## src/rtl/s100_bus_ctrl.sv

```systemverilog
// S-100 bus controller: ce generation, status latch, window decode, boot overlay.
// Optional wait-state insertion is enabled by defining S100_WAIT_STATES_EN.
module s100_bus_ctrl #(
  parameter int CE_DIV     = 2,
  parameter int NUM_MEM    = 4,
  parameter int NUM_IO     = 2,
  parameter logic [8*NUM_MEM-1:0] MEM_BASE = {NUM_MEM{8'h00}},
  parameter logic [8*NUM_MEM-1:0] MEM_MASK = {NUM_MEM{8'hFF}},
  parameter logic [NUM_MEM-1:0]   MEM_RO   = {NUM_MEM{1'b0}},
  parameter logic [4*NUM_MEM-1:0] MEM_WAIT = {NUM_MEM{4'h0}},
  parameter logic [8*NUM_IO-1:0]  IO_BASE  = {NUM_IO{8'h00}},
  parameter logic [8*NUM_IO-1:0]  IO_MASK  = {NUM_IO{8'hFE}},
  parameter int BOOT_READS = 3
) (
  input  logic                 clk,
  input  logic                 reset_n,
  input  logic [15:0]          addr,
  input  logic [7:0]           odata,
  input  logic                 sync,
  input  logic                 rd,
  input  logic                 wr_n,
  output logic                 ce,
  output logic [7:0]           sysctl,
  output logic [7:0]           idata,
  output logic [NUM_MEM-1:0]   mem_rd,
  output logic [NUM_MEM-1:0]   mem_wr,
  input  logic [8*NUM_MEM-1:0] mem_rdata,
  output logic [NUM_IO-1:0]    io_rd,
  output logic [NUM_IO-1:0]    io_wr,
  input  logic [8*NUM_IO-1:0]  io_rdata,
  output logic                 boot_rd,
  input  logic [7:0]           boot_rdata,
  output logic                 boot_active
);

  logic [3:0] div_cnt_q, div_cnt_d;
  logic [7:0] sysctl_q, sysctl_d;
  logic [3:0] boot_cnt_q, boot_cnt_d;
  logic       boot_active_q, boot_active_d;
  logic       rd_q, rd_d;
  logic       bsel_q, bsel_d;
  logic       wrap, ce_int, io_cyc, boot_hit;
  logic [NUM_MEM-1:0] mem_sel;
  logic [NUM_IO-1:0]  io_sel;
  logic       mem_found, io_found, mem_ro;
  logic [7:0] mem_data, io_data;
`ifdef S100_WAIT_STATES_EN
  logic [3:0] wait_cnt_q, wait_cnt_d;
  logic [3:0] mem_wait;
`endif

  assign wrap = div_cnt_q == 4'(CE_DIV - 1);
`ifdef S100_WAIT_STATES_EN
  assign ce_int = wrap && (wait_cnt_q == 4'd0);
`else
  assign ce_int = wrap;
`endif
  assign ce          = ce_int & reset_n;
  assign sysctl      = sysctl_q;
  assign boot_active = boot_active_q;
  assign io_cyc      = sysctl_q[6] | sysctl_q[4];
  assign boot_hit    = boot_active_q & ~io_cyc & rd & reset_n;

  // Priority decode: the lowest matching window claims the cycle.
  always_comb begin
    mem_sel   = '0;
    mem_found = 1'b0;
    mem_ro    = 1'b0;
    mem_data  = 8'hFF;
`ifdef S100_WAIT_STATES_EN
    mem_wait  = 4'h0;
`endif
    for (int i = 0; i < NUM_MEM; i++) begin
      if (!mem_found &&
          ((addr[15:8] & MEM_MASK[8*i +: 8]) ==
           (MEM_BASE[8*i +: 8] & MEM_MASK[8*i +: 8]))) begin
        mem_sel[i] = 1'b1;
        mem_found  = 1'b1;
        mem_ro     = MEM_RO[i];
        mem_data   = mem_rdata[8*i +: 8];
`ifdef S100_WAIT_STATES_EN
        mem_wait   = MEM_WAIT[4*i +: 4];
`endif
      end
    end
  end

  always_comb begin
    io_sel   = '0;
    io_found = 1'b0;
    io_data  = 8'hFF;
    for (int j = 0; j < NUM_IO; j++) begin
      if (!io_found &&
          ((addr[7:0] & IO_MASK[8*j +: 8]) ==
           (IO_BASE[8*j +: 8] & IO_MASK[8*j +: 8]))) begin
        io_sel[j] = 1'b1;
        io_found  = 1'b1;
        io_data   = io_rdata[8*j +: 8];
      end
    end
  end

  always_comb begin
    boot_rd = 1'b0;
    idata   = 8'hFF;
    mem_rd  = '0;
    mem_wr  = '0;
    io_rd   = '0;
    io_wr   = '0;
    if (reset_n) begin
      if (boot_hit) begin
        boot_rd = 1'b1;
        idata   = boot_rdata;
      end else if (!io_cyc) begin
        mem_rd = mem_sel & {NUM_MEM{rd}};
        if (rd && mem_found) idata = mem_data;
      end else if (sysctl_q[6]) begin
        io_rd = io_sel & {NUM_IO{rd}};
        if (rd && io_found) idata = io_data;
      end
      if (!io_cyc && !wr_n && !mem_ro) mem_wr = mem_sel;
      if (sysctl_q[4] && !wr_n) io_wr = io_sel;
    end
  end

  always_comb begin
    div_cnt_d     = wrap ? 4'd0 : div_cnt_q + 4'd1;
    sysctl_d      = (sync && ce_int) ? odata : sysctl_q;
    rd_d          = rd;
    bsel_d        = boot_active_q & ~io_cyc;
    boot_cnt_d    = boot_cnt_q;
    boot_active_d = boot_active_q && (boot_cnt_q != 4'(BOOT_READS));
    if (boot_active_q && bsel_q && rd_q && !rd &&
        boot_cnt_q != 4'(BOOT_READS))
      boot_cnt_d = boot_cnt_q + 4'd1;
`ifdef S100_WAIT_STATES_EN
    wait_cnt_d = wait_cnt_q;
    // Status bit 7 (MEMR) marks a read, which the overlay serves without waits.
    if (sync && ce_int && mem_found && !odata[6] && !odata[4] &&
        !(boot_active_q && odata[7]))
      wait_cnt_d = mem_wait;
    else if (wrap && wait_cnt_q != 4'd0)
      wait_cnt_d = wait_cnt_q - 4'd1;
`endif
  end

  always_ff @(posedge clk or negedge reset_n) begin
    if (!reset_n) begin
      div_cnt_q     <= 4'd0;
      sysctl_q      <= 8'h00;
      boot_cnt_q    <= 4'd0;
      boot_active_q <= 1'b1;
      rd_q          <= 1'b0;
      bsel_q        <= 1'b0;
`ifdef S100_WAIT_STATES_EN
      wait_cnt_q    <= 4'd0;
`endif
    end else begin
      div_cnt_q     <= div_cnt_d;
      sysctl_q      <= sysctl_d;
      boot_cnt_q    <= boot_cnt_d;
      boot_active_q <= boot_active_d;
      rd_q          <= rd_d;
      bsel_q        <= bsel_d;
`ifdef S100_WAIT_STATES_EN
      wait_cnt_q    <= wait_cnt_d;
`endif
    end
  end

endmodule
```

## config.mk

```make
export PLATFORM = sky130hd
export DESIGN_NAME = s100_bus_ctrl
export DESIGN_NICKNAME = d
export VERILOG_FILES = /design/src/rtl/s100_bus_ctrl.sv
export SDC_FILE = /design/constraint.sdc
export NUM_CORES = 1
export LEC_CHECK = 0
export ABC_AREA = 1
export CAP_MARGIN = 20
export CORE_MARGIN = 10
export CORE_UTILIZATION = 28
export DETAILED_ROUTE_END_ITERATION = 6
export PLACE_DENSITY = 0.87
export SYNTH_ARGS = -nofsm -noshare
export SYNTH_HDL_FRONTEND = slang
export SYNTH_SLANG_ARGS = --single-unit
```

## constraint.sdc

```tcl
create_clock -name clk -period 1.2 [get_ports clk]
set_input_delay 0.18 -clock clk [delete_from_list [all_inputs] [get_ports clk]]
set_output_delay 0.18 -clock clk [all_outputs]
set_load 0.01 [all_outputs]
```

## After elaboration in Yosys (flattened, before gate mapping)

Index checks and enable logic that the tools add are counted.

- Register bits: 19
- Bits of input ports: 85
- Output and inout bits: 31
- Word-level logic and storage cells: 77

- $add $sub $neg: 2
- Equality and inequality tests: 2
- Muxes and demuxes: 36
- Bitwise gates (word level): 8
- Reductions and logical operators: 23

Operator list:

| operator | number |
|---|---|
| 8-bit 2-to-1 mux | 12 |
| 4-bit 2-to-1 mux | 6 |
| 8-bit logical NOT | 2 |
| 1-bit logical AND | 14 |
| 1-bit 2-to-1 mux | 12 |
| 2-bit 2-to-1 mux | 6 |
| 4-bit by 1-bit adder with 4-bit output (second input constant) | 2 |
| 1-bit logical NOT | 7 |
| 1-bit bitwise AND | 4 |
| 4-bit bitwise AND | 1 |
| 4-bit by 1-bit == test with 1-bit output (second input constant) | 1 |
| 4-bit by 2-bit inequality test with 1-bit output (second input constant) | 1 |
| 2-bit bitwise AND | 1 |
| 1-bit NOT | 1 |
| 1-bit OR | 1 |

## Longest topological paths before layout

- Depth in word-level cells: 16
- Mapped depth: 6
- Depth with buffers taken out: 6

## Worst setup path before layout

OpenSTA, ideal clock, no wires.

- Path type: reg-to-output
- Start point: register sysctl_q[4], in the netlist sysctl[4]
- End point: output idata[0]
- Arrival: 1.191 ns
- Required time: 1.020 ns
- Path slack: -0.171 ns
- Cell stages (with the launch flop): 7
- Buffers on the path: 0
- Cells stage by stage: dfrtp_1 nor2_4 inv_4 nor2_8 nand3_4 nand3_1 nand2_1

- Longest elaborated chain between the ends: 7
- Elaborated cells between the ends (all ways): 8
- Classes of those cells: mux: 3; bitwise: 5

RTL lines:

| item | line | RTL |
|---|---|---|
| start, declared | 37 | `logic [7:0] sysctl_q, sysctl_d;` |
| start signal, assigned | 160 | `sysctl_q <= sysctl_d;` |
| 1-bit OR * | 61 | `assign io_cyc = sysctl_q[6] \| sysctl_q[4];` |
| 1-bit NOT | 62 | `assign boot_hit = boot_active_q & ~io_cyc & rd & reset_n;` |
| 1-bit bitwise AND (3 in a row) | 62 |  |
| 8-bit 2-to-1 mux * | 111 | `if (boot_hit) begin` |
| 8-bit 2-to-1 mux * | 110 | `if (reset_n) begin` |
| end, declared | 24 | `output logic [7:0] idata,` |

Every way passes the cells marked *; elsewhere a longest branch is shown, timed or not.

## Worst setup path after layout

- Start point: register sysctl_q[6], in the netlist sysctl[6]
- End point: output idata[6]

- Longest elaborated chain between the ends: 7
- Elaborated cells between the ends (all ways): 9
- Classes of those cells: mux: 4; bitwise: 5

RTL lines:

| item | line |
|---|---|
| 1-bit OR | 61 |
| 1-bit NOT | 62 |
| 1-bit bitwise AND (3 in a row) | 62 |
| 8-bit 2-to-1 mux * | 111 |
| 8-bit 2-to-1 mux * | 110 |

Marks and branches as above.

==> flow_metrics.py <==
metrics = {
    "worst_setup_path": {
        "cpMostUsedCell": "buf_6",
        "crit_chain": "nor2_4 > inv_4 > nor2_8 > buf_6 > nand3_4 > nand3_2 > nand2_2 > buf_6",
        "required_ps": 1020,
        "critPathKind": "flop to output port",
        "cp-start-kind": "flop",
        "critPathArrivalTime_ps": 1530,
        "worstPathMaxFanout": 5,
        "rr_startpoint": "boot_active",
        "slowest_delay_ps": 420,
        "worst_setup_path_end_kind": "output port",
        "crit_slowest_cell": "dfrtp_2",
        "startpoint": "sysctl[6]",
    },
    "cts": {
        "h-tree-depth": 1,
        "cts_buffer_depth": 2,
        "cts_buffers": 3,
        "clk_pin_slew_worst_paths_ps": 70,
        "cts_tree": "built",
        "worstSkewPairLatency_ps": 250,
        "root_buffer": "clkbuf_8",
        "cts_hold_buf": 0,
        "cts_sinks": 19,
    },
    "floorplan": {
        "start_util": 0.289,
        "die_height_um": 87.3,
        "ios": 116,
        "core.rowCount": 24,
        "core_mm2": 0.00438,
        "dieArea_mm2": 0.00762,
        "die_w_um": 87.3,
    },
    "synthesis": {
        "synth_cells": 176,
        "netlist_area_mm2": 0.00127,
        "synth.yosys.warnings": 0,
        "ys_types": 24,
        "avgSynthCellArea_um2": 7.20,
        "yosys_register_bits": 19,
        "yosysSeqAreaShare": 0.376,
    },
    "cells_and_area": {
        "fin_area_mm2": 0.00258,
        "layout.nets": 379,
        "drive_gt1_frac": 0.373,
        "layout_commonest_cell": "clkdlybuf4s50_1",
        "n_antenna_cell": 0,
        "layoutNonFillerInstCount": 344,
        "areaGrowthSynthToFinish_pct": 104,
        "final_cell_mix": "34 x clkdlybuf4s50_1, 24 x buf_4, 23 x inv_1",
    },
    "outcome": {
        "status": "complete, but fails checks",
        "violations": "setup timing",
    },
    "sta": {
        "fin_skew_ps": 3.43,
        "min_period_ps": 1710,
        "timing.fmax_mhz": 583,
        "rsz0062_at_grt": "yes",
        "slew_viol_final": 0,
        "final.setup.worst_slack_ps": -514,
        "whs_ps": 279,
        "hold_viol_final": 0,
        "setup_viol": 21,
        "finalCritPeriodShare": 1.43,
    },
    "grt": {
        "grt_pass1_vias": 1637,
        "grt_max_degree": 20,
        "grt_overflow": 0,
        "antenna_found_initial": 0,
        "track_usage": 0.127,
        "grt_first_pass_wirelength_mm": 7.98,
    },
    "pwr": {
        "vdd_drop_max_uv": 1020,
        "power_density_mw_per_mm2": 616,
        "leakagePower_uw": 0.00132,
    },
    "place": {
        "gp_congestion": 0.892,
        "place_ws_ps": -842,
        "dp_hpwl_mm": 3.77,
        "place_area_mm2": 0.00224,
        "port_buffers": 74,
        "place_inst": 323,
    },
    "routing": {
        "wl_per_cell_um": 15.6,
        "ant_nets": 0,
        "detail_route.iter0.violations": 77,
        "drt_first_pass_iters": 4,
        "drcViolationCount": 0,
        "via_per_inst": 4.73,
        "drt-total-wl_mm": 5.38,
        "num_vias": 1627,
    },
    "job": {
        "cap_violations": 0,
    },
    "hold_path": {
        "hp-class": "input pin to async pin",
    },
}
==> cell usage after synthesis <==
master    instances  area [um^2]
buf_4             8         60.1
xnor2_1           3         26.3
nor2_4            2         22.5
ha_1              1         12.5
nand3_2           1         10.0
nand3_4           1         17.5
clkinv_1          2         7.51
xor2_1            1         8.76
nand2_1          33          124
nand3_1          31          155
o21ai_0           7         35.0
o21ai_1           2         10.0
nor2_8            1         20.0
dfrtp_1          18          450
inv_4             1         6.26
buf_2             2         10.0
conb_1            1         3.75
inv_1            23         86.3
and3_1            2         12.5
o21a_1            1         7.51
dfstp_2           1         26.3
a31oi_1           9         56.3
nor2_1           23         86.3
nor2_2            2         12.5
==> worst max-delay path, delay by kind of cell, from the launching register on <==
kind	cells	cell delay, ps
buffers and inverters	3	310
flip-flops	1	420
AND/OR/NAND/NOR	5	550
==> area by class of cell <==
type | count | area, um^2
Fill cell | 348 | 1800
Timing Repair Buffer | 112 | 1020
Multi-Input combinational cell | 131 | 861
Sequential cell | 19 | 478
Inverter | 26 | 105
Tap cell | 52 | 65.1
Clock buffer | 3 | 41.3
Clock inverter | 1 | 5.00
==> final timing paths <==
path,slack (ps),cells past startpoint,end
setup / recovery,-510,8,idata[6]
hold / removal,280,3,boot_cnt_q[3]
setup reg to reg,-140,6,boot_cnt_q[0]
hold reg to reg,480,2,boot_cnt_q[3]
max in group asynchronous,660,3,boot_active
min in group clk,460,3,sysctl[5]
==> flip-flops by register name (all words and copies together), names as in the netlist <==
name / cells
bsel_q: 1
div_cnt_q: 4
rd_q: 1
boot_active: 1
sysctl: 8
boot_cnt_q: 4
==> report_power, final <==
group	total [uW]	switching [uW]	internal [uW]
Clock	427	197	230
Combinational	479	213	266
Sequential	683	16.2	667
==> stage by stage <==
| stage | total power, uW | util | TNS, ps |
|---|---|---|---|
| finish | 1590 | 0.588 | -6310 |
| global route | 1690 | 0.588 | -7700 |
| CTS | 1590 | 0.558 | -5780 |
| detailed placement | 1130 | 0.512 | -12450 |
| global placement | 1130 | 0.512 | -11810 |
| floorplan | 849 | - | -1590 |
==> cells by family after synthesis <==
| family | count (synthesis) | share of synthesized area |
|---|---|---|
| adders and majority gates | 1 | 0.00987 |
| other | 1 | 0.00296 |
| DFF | 19 | 0.376 |
| and+or+nand+nor | 96 | 0.363 |
| AOI/OAI and AO/OA | 19 | 0.0859 |
| buffers and inverters | 36 | 0.134 |
| xor gates and xnor gates | 4 | 0.0276 |
==> timing repair <==
action                                  CTS  global route
pin swaps                                29            14
gates cloned                              4             1
gates resized for setup                 137            26
hold endpoints to repair                  0             0
buffers inserted                         11             6
endpoints found under the setup margin   35            23
==> metal layers <==
layer / wire length, um / track usage / vias to the layer above
met2: 2570 / 0.228 / 97
li1: - / - / 794
met5: 0 / 0 / -
met1: 2040 / 0.139 / 727
met4: 108 / 0.0232 / 0
met3: 654 / 0.0506 / 9
(Power assumes the default switching activity.)
